===== src/rtl/sega_pad_scanner_pkg.sv =====
// Shared definitions for the DB9 Sega pad scanner: pad-type codes, DB9 bit positions,
// scan FSM states and the extra-button payload.
package sega_pad_scanner_pkg;

    localparam int unsigned PAD_W = 6;

    localparam logic [1:0] PADTYPE_NONE = 2'b00;
    localparam logic [1:0] PADTYPE_3BTN = 2'b01;
    localparam logic [1:0] PADTYPE_6BTN = 2'b10;

    localparam int unsigned DB9_R  = 0;
    localparam int unsigned DB9_L  = 1;
    localparam int unsigned DB9_D  = 2;
    localparam int unsigned DB9_U  = 3;
    localparam int unsigned DB9_F1 = 4;
    localparam int unsigned DB9_F2 = 5;

    typedef enum logic [3:0] {
        ST_IDLE,
        ST_PH0, ST_PH1, ST_PH2, ST_PH3,
        ST_PH4, ST_PH5, ST_PH6, ST_PH7
    } scan_state_e;

    // Active-high extra buttons, MSB first: {MODE,X,Y,Z,START,A}
    typedef struct packed {
        logic mode;
        logic x;
        logic y;
        logic z;
        logic start;
        logic a;
    } ext_buttons_t;

    // SELECT is low only in the odd phases
    function automatic logic select_level(input scan_state_e s);
        case (s)
            ST_PH1, ST_PH3, ST_PH5, ST_PH7: select_level = 1'b0;
            default:                        select_level = 1'b1;
        endcase
    endfunction

    function automatic scan_state_e next_phase(input scan_state_e s);
        case (s)
            ST_IDLE: next_phase = ST_PH0;
            ST_PH0:  next_phase = ST_PH1;
            ST_PH1:  next_phase = ST_PH2;
            ST_PH2:  next_phase = ST_PH3;
            ST_PH3:  next_phase = ST_PH4;
            ST_PH4:  next_phase = ST_PH5;
            ST_PH5:  next_phase = ST_PH6;
            ST_PH6:  next_phase = ST_PH7;
            default: next_phase = ST_IDLE;
        endcase
    endfunction

endpackage


===== src/rtl/joy_phase_timer.sv =====
// Loadable down-counter that stops at zero; tc_c flags the terminal count.
module joy_phase_timer #(
    parameter int unsigned W = 8
) (
    input  logic         clk,
    input  logic         reset,
    input  logic         clr,
    input  logic         load,
    input  logic [W-1:0] load_val,
    output logic         tc_c
);

    logic [W-1:0] cnt;

    always_ff @(posedge clk) begin
        if (reset || clr) begin
            cnt <= '0;
        end else if (load) begin
            cnt <= load_val;
        end else if (cnt != '0) begin
            cnt <= cnt - W'(1);
        end
    end

    assign tc_c = (cnt == '0);

endmodule


===== src/rtl/sega_pad_scanner.sv =====
// Drives SELECT on one DB9 port, detects Atari / Sega 3-button / Sega 6-button pads and
// presents a low-active direction+fire word plus the Sega extra buttons.
module sega_pad_scanner
    import sega_pad_scanner_pkg::*;
#(
    parameter int unsigned PHASE_CYCLES = 280,
    parameter int unsigned IDLE_CYCLES  = 56000
) (
    input  logic             clk,
    input  logic             reset,
    input  logic             scan_en,
    input  logic [PAD_W-1:0] pad_in,
    output logic             select_out,
    output logic [PAD_W-1:0] db9joy_out,
    output logic [5:0]       ext_buttons,
    output logic [1:0]       pad_type,
    output logic             scan_done
);

    localparam int unsigned CNT_W = $clog2(IDLE_CYCLES + 1);
    localparam logic [CNT_W-1:0] PHASE_LOAD = CNT_W'(PHASE_CYCLES - 1);
    localparam logic [CNT_W-1:0] IDLE_LOAD  = CNT_W'(IDLE_CYCLES - 1);

    logic [PAD_W-1:0] sync_q;
    logic [PAD_W-1:0] s_pad;

    scan_state_e      state;
    scan_state_e      state_nxt;
    logic             restart;
    logic             tc_c;
    logic             phase_end_c;
    logic             tmr_load_c;
    logic [CNT_W-1:0] tmr_val_c;

    logic [PAD_W-1:0] sh_dir;
    logic             sh_sega;
    logic             sh_six;
    ext_buttons_t     sh_ext;

    always_ff @(posedge clk) begin
        if (reset) begin
            sync_q <= '1;
            s_pad  <= '1;
        end else begin
            sync_q <= pad_in;
            s_pad  <= sync_q;
        end
    end

    joy_phase_timer #(
        .W(CNT_W)
    ) u_timer (
        .clk      (clk),
        .reset    (reset),
        .clr      (~scan_en),
        .load     (tmr_load_c),
        .load_val (tmr_val_c),
        .tc_c     (tc_c)
    );

    // restart marks an IDLE entered from reset or scan_en=0: the counter sits at 0 there
    // and must first be loaded with a full idle period.
    assign phase_end_c = scan_en && tc_c && !restart;

    always_ff @(posedge clk) begin
        if (reset) begin
            state   <= ST_IDLE;
            restart <= 1'b1;
        end else begin
            state   <= state_nxt;
            restart <= ~scan_en;
        end
    end

    always_comb begin
        state_nxt  = state;
        tmr_load_c = 1'b0;
        tmr_val_c  = PHASE_LOAD;
        if (!scan_en) begin
            state_nxt = ST_IDLE;
        end else if (restart) begin
            tmr_load_c = 1'b1;
            tmr_val_c  = IDLE_LOAD;
        end else if (phase_end_c) begin
            state_nxt  = next_phase(state);
            tmr_load_c = 1'b1;
            tmr_val_c  = (state_nxt == ST_IDLE) ? IDLE_LOAD : PHASE_LOAD;
        end
    end

    // Shadow capture at phase end, atomic commit at the end of PH7, passthrough otherwise
    always_ff @(posedge clk) begin
        if (reset) begin
            select_out  <= 1'b1;
            db9joy_out  <= '1;
            ext_buttons <= '0;
            pad_type    <= PADTYPE_NONE;
            scan_done   <= 1'b0;
            sh_dir      <= '0;
            sh_sega     <= 1'b0;
            sh_six      <= 1'b0;
            sh_ext      <= '0;
        end else begin
            scan_done  <= 1'b0;
            select_out <= select_level(state_nxt);
            if (!scan_en) begin
                db9joy_out  <= s_pad;
                ext_buttons <= '0;
                pad_type    <= PADTYPE_NONE;
                sh_dir      <= '0;
                sh_sega     <= 1'b0;
                sh_six      <= 1'b0;
                sh_ext      <= '0;
            end else begin
                if (phase_end_c) begin
                    case (state)
                        ST_PH0: sh_dir <= ~s_pad;
                        ST_PH1: begin
                            sh_ext.a     <= ~s_pad[DB9_F1];
                            sh_ext.start <= ~s_pad[DB9_F2];
                            sh_sega      <= !s_pad[DB9_L] && !s_pad[DB9_R];
                        end
                        ST_PH5: sh_six <= !(s_pad[DB9_U] || s_pad[DB9_D] ||
                                            s_pad[DB9_L] || s_pad[DB9_R]);
                        ST_PH6: begin
                            sh_ext.z    <= ~s_pad[DB9_U];
                            sh_ext.y    <= ~s_pad[DB9_D];
                            sh_ext.x    <= ~s_pad[DB9_L];
                            sh_ext.mode <= ~s_pad[DB9_R];
                        end
                        default: ;
                    endcase
                end

                if (phase_end_c && state == ST_PH7) begin
                    scan_done <= 1'b1;
                    if (sh_sega) begin
                        db9joy_out  <= ~sh_dir;
                        pad_type    <= sh_six ? PADTYPE_6BTN : PADTYPE_3BTN;
                        ext_buttons <= sh_six ? sh_ext : {4'b0000, sh_ext.start, sh_ext.a};
                    end else begin
                        db9joy_out  <= s_pad;
                        pad_type    <= PADTYPE_NONE;
                        ext_buttons <= '0;
                    end
                end else if (pad_type == PADTYPE_NONE) begin
                    db9joy_out <= s_pad;
                end
            end
        end
    end

endmodule

===== config.mk =====
export PLATFORM = sky130hd
export DESIGN_NAME = sega_pad_scanner
export DESIGN_NICKNAME = d
export VERILOG_FILES = /design/src/rtl/sega_pad_scanner_pkg.sv /design/src/rtl/joy_phase_timer.sv /design/src/rtl/sega_pad_scanner.sv
export SDC_FILE = /design/constraint.sdc
export NUM_CORES = 1
export LEC_CHECK = 0
export CORE_MARGIN = 4
export CORE_UTILIZATION = 57
export DETAILED_ROUTE_END_ITERATION = 10
export GPL_ROUTABILITY_DRIVEN = 0
export PLACE_DENSITY = 0.83
export SYNTH_ARGS = -nofsm -noshare
export SYNTH_HDL_FRONTEND = slang
export SYNTH_SLANG_ARGS = --single-unit

===== constraint.sdc =====
create_clock -name clk -period 2.85 [get_ports clk]
set_clock_uncertainty 0.05 [all_clocks]
set_input_delay 0.855 -clock clk [delete_from_list [all_inputs] [get_ports clk]]
set_output_delay 0.855 -clock clk [all_outputs]
set_load 0.01 [all_outputs]

Word-level counts from Yosys, hierarchy flattened
Memories as Yosys holds them, arrays and structs flattened. A register that Yosys moved wholly into a read port is not among the register bits.
Index checks and enable logic that the tools add are counted.
{ "word_totals": {"mem_bits_ro": 32, "out_inout_bits": 16, "in_bits": 9, "mem_count": 1, "reg_bits": 63} }
{ "classes": {"addsub": 1, "bitwise_logic": 9, "n_reduce_logical": 23, "n_mux": 27, "eq_ne": 10} }
{ "mem_list": {"columns": ["name", "words", "width", "read_ports", "rd_clocked_by_memory_dff", "write_ports", "line", "text"], "rows": [
  ["(no name shown)", 8, 4, 1, 1, 0, "sega_pad_scanner_pkg.sv:43", "case (s)"]
]} }
{ "ops": {"columns": ["operator", "count"], "rows": [
  ["two-way mux 16 bit", 6],
  ["two-way mux 6 bit", 6],
  ["two-way mux 4 bit", 7],
  ["equality test 4 x 3 -> 1 bit (second input constant)", 4],
  ["logical NOT 16 bit", 1],
  ["nonzero test 16 bit", 1],
  ["subtractor 16 x 1 -> 16 bit (second input constant)", 1],
  ["NOT 6 bit", 2],
  ["equality test 4 x 2 -> 1 bit (second input constant)", 2],
  ["equality test 4 bit (second input constant)", 2],
  ["AND reduction 2 bit", 4],
  ["NOT 1 bit", 7],
  ["two-way mux 1 bit", 5],
  ["equality test 4 x 1 -> 1 bit (second input constant)", 1],
  ["logical AND 1 bit", 4],
  ["logical NOT 1 bit", 4],
  ["logical NOT 4 bit", 1],
  ["logical OR 1 bit", 4],
  ["two-way mux 2 bit", 2],
  ["OR reduction 4 bit", 1],
  ["two-way mux 3 bit", 1],
  ["!= test 3 x 1 -> 1 bit (second input constant)", 1],
  ["logical NOT 2 bit", 1],
  ["nonzero test 2 bit", 1],
  ["OR reduction 2 bit", 1]
]} }

Longest topological paths before layout
{ "logic_depth": {"word_depth": 12, "depth_mapped": 10, "mapped_depth_nobuf": 9} }

Cells and area by module
From an unflattened synthesis, not the netlist that was laid out.
{ "unflattened": {"hier_cells": 309, "area_unflattened_um2": 2840.2} }
{ "by_module_without_submodules": {"columns": ["mod", "seq_area_each_um2", "n_inst", "cells_per_inst", "area_per_inst_um2"], "rows": [
  ["sega_pad_scanner", 1021.0, 1, 199, 1938.1],
  ["joy_phase_timer", 320.3, 1, 110, 902.1]
]} }

Least setup slack after synthesis
No wires, ideal clock.
{ "synth_timing": {"path_type": "in2reg", "from": "in scan_en", "to": "reg with a tool-made name", "cell_stages": 6, "arrival_time_ps": 2087, "setup_slack_ps": 591, "required_time_ps": 2678, "setup_ps": 122, "cell_sequence": "nor2b_1 > nand3_1 > nor2_1 > mux2i_1 > nor2_1 > ha_1"} }
{ "synth_rtl": {"columns": ["element", "line", "text"], "rows": [
  ["from (decl)", "sega_pad_scanner.sv:11", "input logic scan_en,"]
]} }

==> results.yml <==
critical_path:
  reg2regPathDepth: 7
  required_ns: 3.03
  timing.critical_path.slowest_cell_delay_ns: 0.52
  timing.critical_path.from_type: "input pin"
  cp_data_arrival_time_ns: 2.67
  rrSetupSlack_ns: 0.43
  critPathTopFamily: "simple AND/OR/NAND/NOR gates"
  worst_setup_startpoint: "scan_en"
  timing.critical_path.buf_inv: 1
  timing.rr.start: "u_timer.cnt[0]"
  ordered_list_of_cells_on_the_worst_path: "clkdlybuf4s50_1, nor2b_1, nand3_1, nor2_1, mux2i_1, nor2_1, ha_1"
  crit_path_max_fanout: 5
  criticalPathCategory: "input pin to flop"
  crit_path_frequent_cell: "nor2_1"
  endpoint_kind_of_the_worst_setup_timing_path: "flop"
  slowest_stage: "clkdlybuf4s50_1"
  worst_r2r_endpoint: "u_timer.cnt[11]"
power:
  p_leak_nw: 1.28
  p_per_area_nw_per_um2: 590
  vdd_drop_max_v: 0.000407
min_path:
  min_delay_worst_endpoint: "s_pad[3]"
  worst_hold_path_type: "flop to flop"
  worstHoldStart: "sync_q[3]"
  worstHoldPathCells: 1
yosys:
  synthDistinctLibCells: 53
  synth-seq-cells: 67
  ys_seq_area_frac: 0.474
  synth_warn: 0
  synth_cells: 295
  synth_flop_cell: "dfxtp_1"
  mean_instance_size_in_the_synthesized_netlist_sq_um: 9.59
  async_reset_ff_frac: 0
  mappedNetlistNets: 307
  synth-edff-count: 0
  synthesis.area_sq_um: 2830
floorplanning:
  top_level_ports: 25
  die_h_um: 78.4
  placementRows: 25
  core_sq_um: 4750
  initial_utilization: 0.595
  floorplan.die_area_sq_um: 6150
  die_width_um: 78.4
clock_network:
  numCtsBuffers: 9
  clock_insertion_delay_worst_skew_ns: 0.35
  clock_pin_slew_reported_for_the_worst_setup_and_hold_paths_after_clock_tree_synthesis_ns: 0.08
  cts.repair.resized: 0
  clk_path_buf_depth: 2
  cts_tree: "done"
  cts.root.buffer_cell: "clkbuf_8"
  numClockSinks: 67
  ctsHtreeMaxLevel: 3
  ctsHoldBuffers: 0
  post-cts-setup-buffers: 0
global_route:
  grt-ovfl-total: 0
  grt_first_pass_wirelength_mm: 10.3
  first_global_vias: 2234
  largest_net_degree_at_the_start_of_global_routing: 33
  track_usage: 0.215
  grt_antenna_before_repair: 0
  groute.layer.met1.usage: 0.270
  grt_use_met3: 0.0688
  gr-usage-met2: 0.340
  grt-busiest-layer: "met2"
route:
  detailedRoute.firstPassIterationCount: 4
  routed_via_density: 5.53
  drt_drc_violations_left: 0
  num_vias: 2238
  drt-total-wl_mm: 5.86
  post_drt_wl_per_cell_um: 14.5
  final_antenna_net_count: 0
  drt_first_iter_violations: 260
cells_and_area:
  most-common-layout-cells: "dfxtp_1, nor2_1, clkdlybuf4s50_1"
  nets: 345
  layout.filler_cells: 379
  antenna_fix_cells: 0
  fraction_of_final_layout_cells_sized_beyond_drive_strength_1: 0.192
  final_common_cell: "dfxtp_1"
  final_cell_count_no_fill: 405
  layout-area-overhead-vs-synth_pct: 20.2
place:
  hpwlAfterDp_mm: 4.10
  portBuffers: 24
  placedCellCount: 389
sta:
  final-max-slew-violation-count: 0
  slew_of_the_pin_with_the_lowest_slew_margin_ns: 0.651
  grt_setup_unrepaired: "no"
  timing.setup.tns_ns: 0
  slew_headroom: 0.562
  fmax_mhz: 402
  setup_violating_endpoint_count_in_the_final_report: 0
  layout_min_cycle_time_ns: 2.49
  period_share: 0.872
  final_hold_viol_count: 0
run:
  drv.max_cap_violation_count: 0
status:
  run_status: "complete, no violations"
## power by group
group | internal [mW] | switching, mW | leakage [nW] | total (mW)
clock | 0.419 | 0.403 | 0.102 | 0.822
combinational | 0.0889 | 0.110 | 0.632 | 0.199
sequential | 0.961 | 0.0242 | 0.546 | 0.985
## area by class of cell
class | instances | area [sq um] | area share
tap | 67 | 83.8 | 0.0247
clock buffer | 9 | 124 | 0.0364
inverter | 15 | 56.3 | 0.0166
timing repair buffer | 37 | 338 | 0.0994
sequential | 67 | 1340 | 0.395
multi-input combinational | 203 | 1370 | 0.404
clock inverter | 7 | 83.8 | 0.0247
## sequential cells by signal, summed over array words and instances, names as in the netlist, named ones only
| signal | count |
|---|---|
| state | 4 |
| restart | 1 |
| scan_done | 1 |
| sh_dir | 6 |
| db9joy_out | 6 |
| sh_six | 1 |
| sync_q | 6 |
| s_pad | 6 |
| sh_ext | 6 |
| ext_buttons | 6 |
| select_out | 1 |
| pad_type | 2 |
| sh_sega | 1 |
| u_timer.cnt | 16 |
## how the worst max path moves through the flow
| stage | end | cells after the start | slack, ns |
|---|---|---|---|
| after detailed placement | flop | 7 | 0.03 |
| final | flop | 7 | 0.36 |
| after CTS | flop | 7 | 0.37 |
| after floorplan | flop | 6 | 0.59 |
| after global routing | u_timer.cnt[11] | 7 | 0.21 |
| after global placement | flop | 7 | 0.13 |
## routing by layer
metal  up-vias  wire (um)
met5         -          0
met4         0         97
met3        11        323
met2        55       2770
met1      1049       2660
li1       1123          -
## Yosys cell counts, types with 2 or more instances
cell	number	area, sq um
dfxtp_1	67	1340
and3_1	3	18.8
nor4_1	4	25.0
mux2i_1	10	100
o22ai_1	2	12.5
o21ai_0	6	30.0
nor2_1	29	109
clkbuf_1	4	15.0
inv_1	15	56.3
a31oi_1	3	18.8
nor4_4	3	63.8
o31ai_1	2	15.0
xor2_1	3	26.3
a211oi_1	6	45.0
ha_1	3	37.5
nand3b_1	2	15.0
or2_2	15	93.8
nor3_2	4	40.0
mux2_2	6	67.6
nand3_1	6	30.0
buf_6	2	22.5
nor2b_1	4	25.0
buf_1	2	7.51
xnor2_1	7	61.3
a21oi_1	23	115
nand2_1	18	67.6
nand4_1	5	31.3
or3_1	7	43.8
a2bb2oi_1	6	52.6
nor3_1	5	25.0
## per-stage QoR
stage | hold slack [ns] | power, mW | cell area [sq um] | setup WS [ns] | utilization
floorplan | 0.339 | 1.15 | 2830 | 0.591 | -
global placement | 0.341 | 1.20 | 3190 | 0.125 | 0.671
detailed placement | 0.344 | 1.20 | 3190 | 0.0349 | 0.671
CTS | 0.357 | 2.02 | 3400 | 0.370 | 0.715
global route | 0.384 | 2.10 | 3400 | 0.215 | 0.715
finish | 0.350 | 2.01 | 3400 | 0.363 | 0.715
## logic make-up (layout without fill, tap and decap cells)
family	after synthesis	after routing	share of synthesized area
adder cells (fa/ha/maj)	3	3	0.0133
flip-flops	67	67	0.474
XOR/XNOR	10	10	0.0310
AND/OR/NAND/NOR	117	117	0.254
AO/OA/AOI/OAI	57	57	0.128
multiplexers	16	16	0.0593
buffers and inverters	25	68	0.0403
No activity file was read; power rests on OpenSTA's default activity.
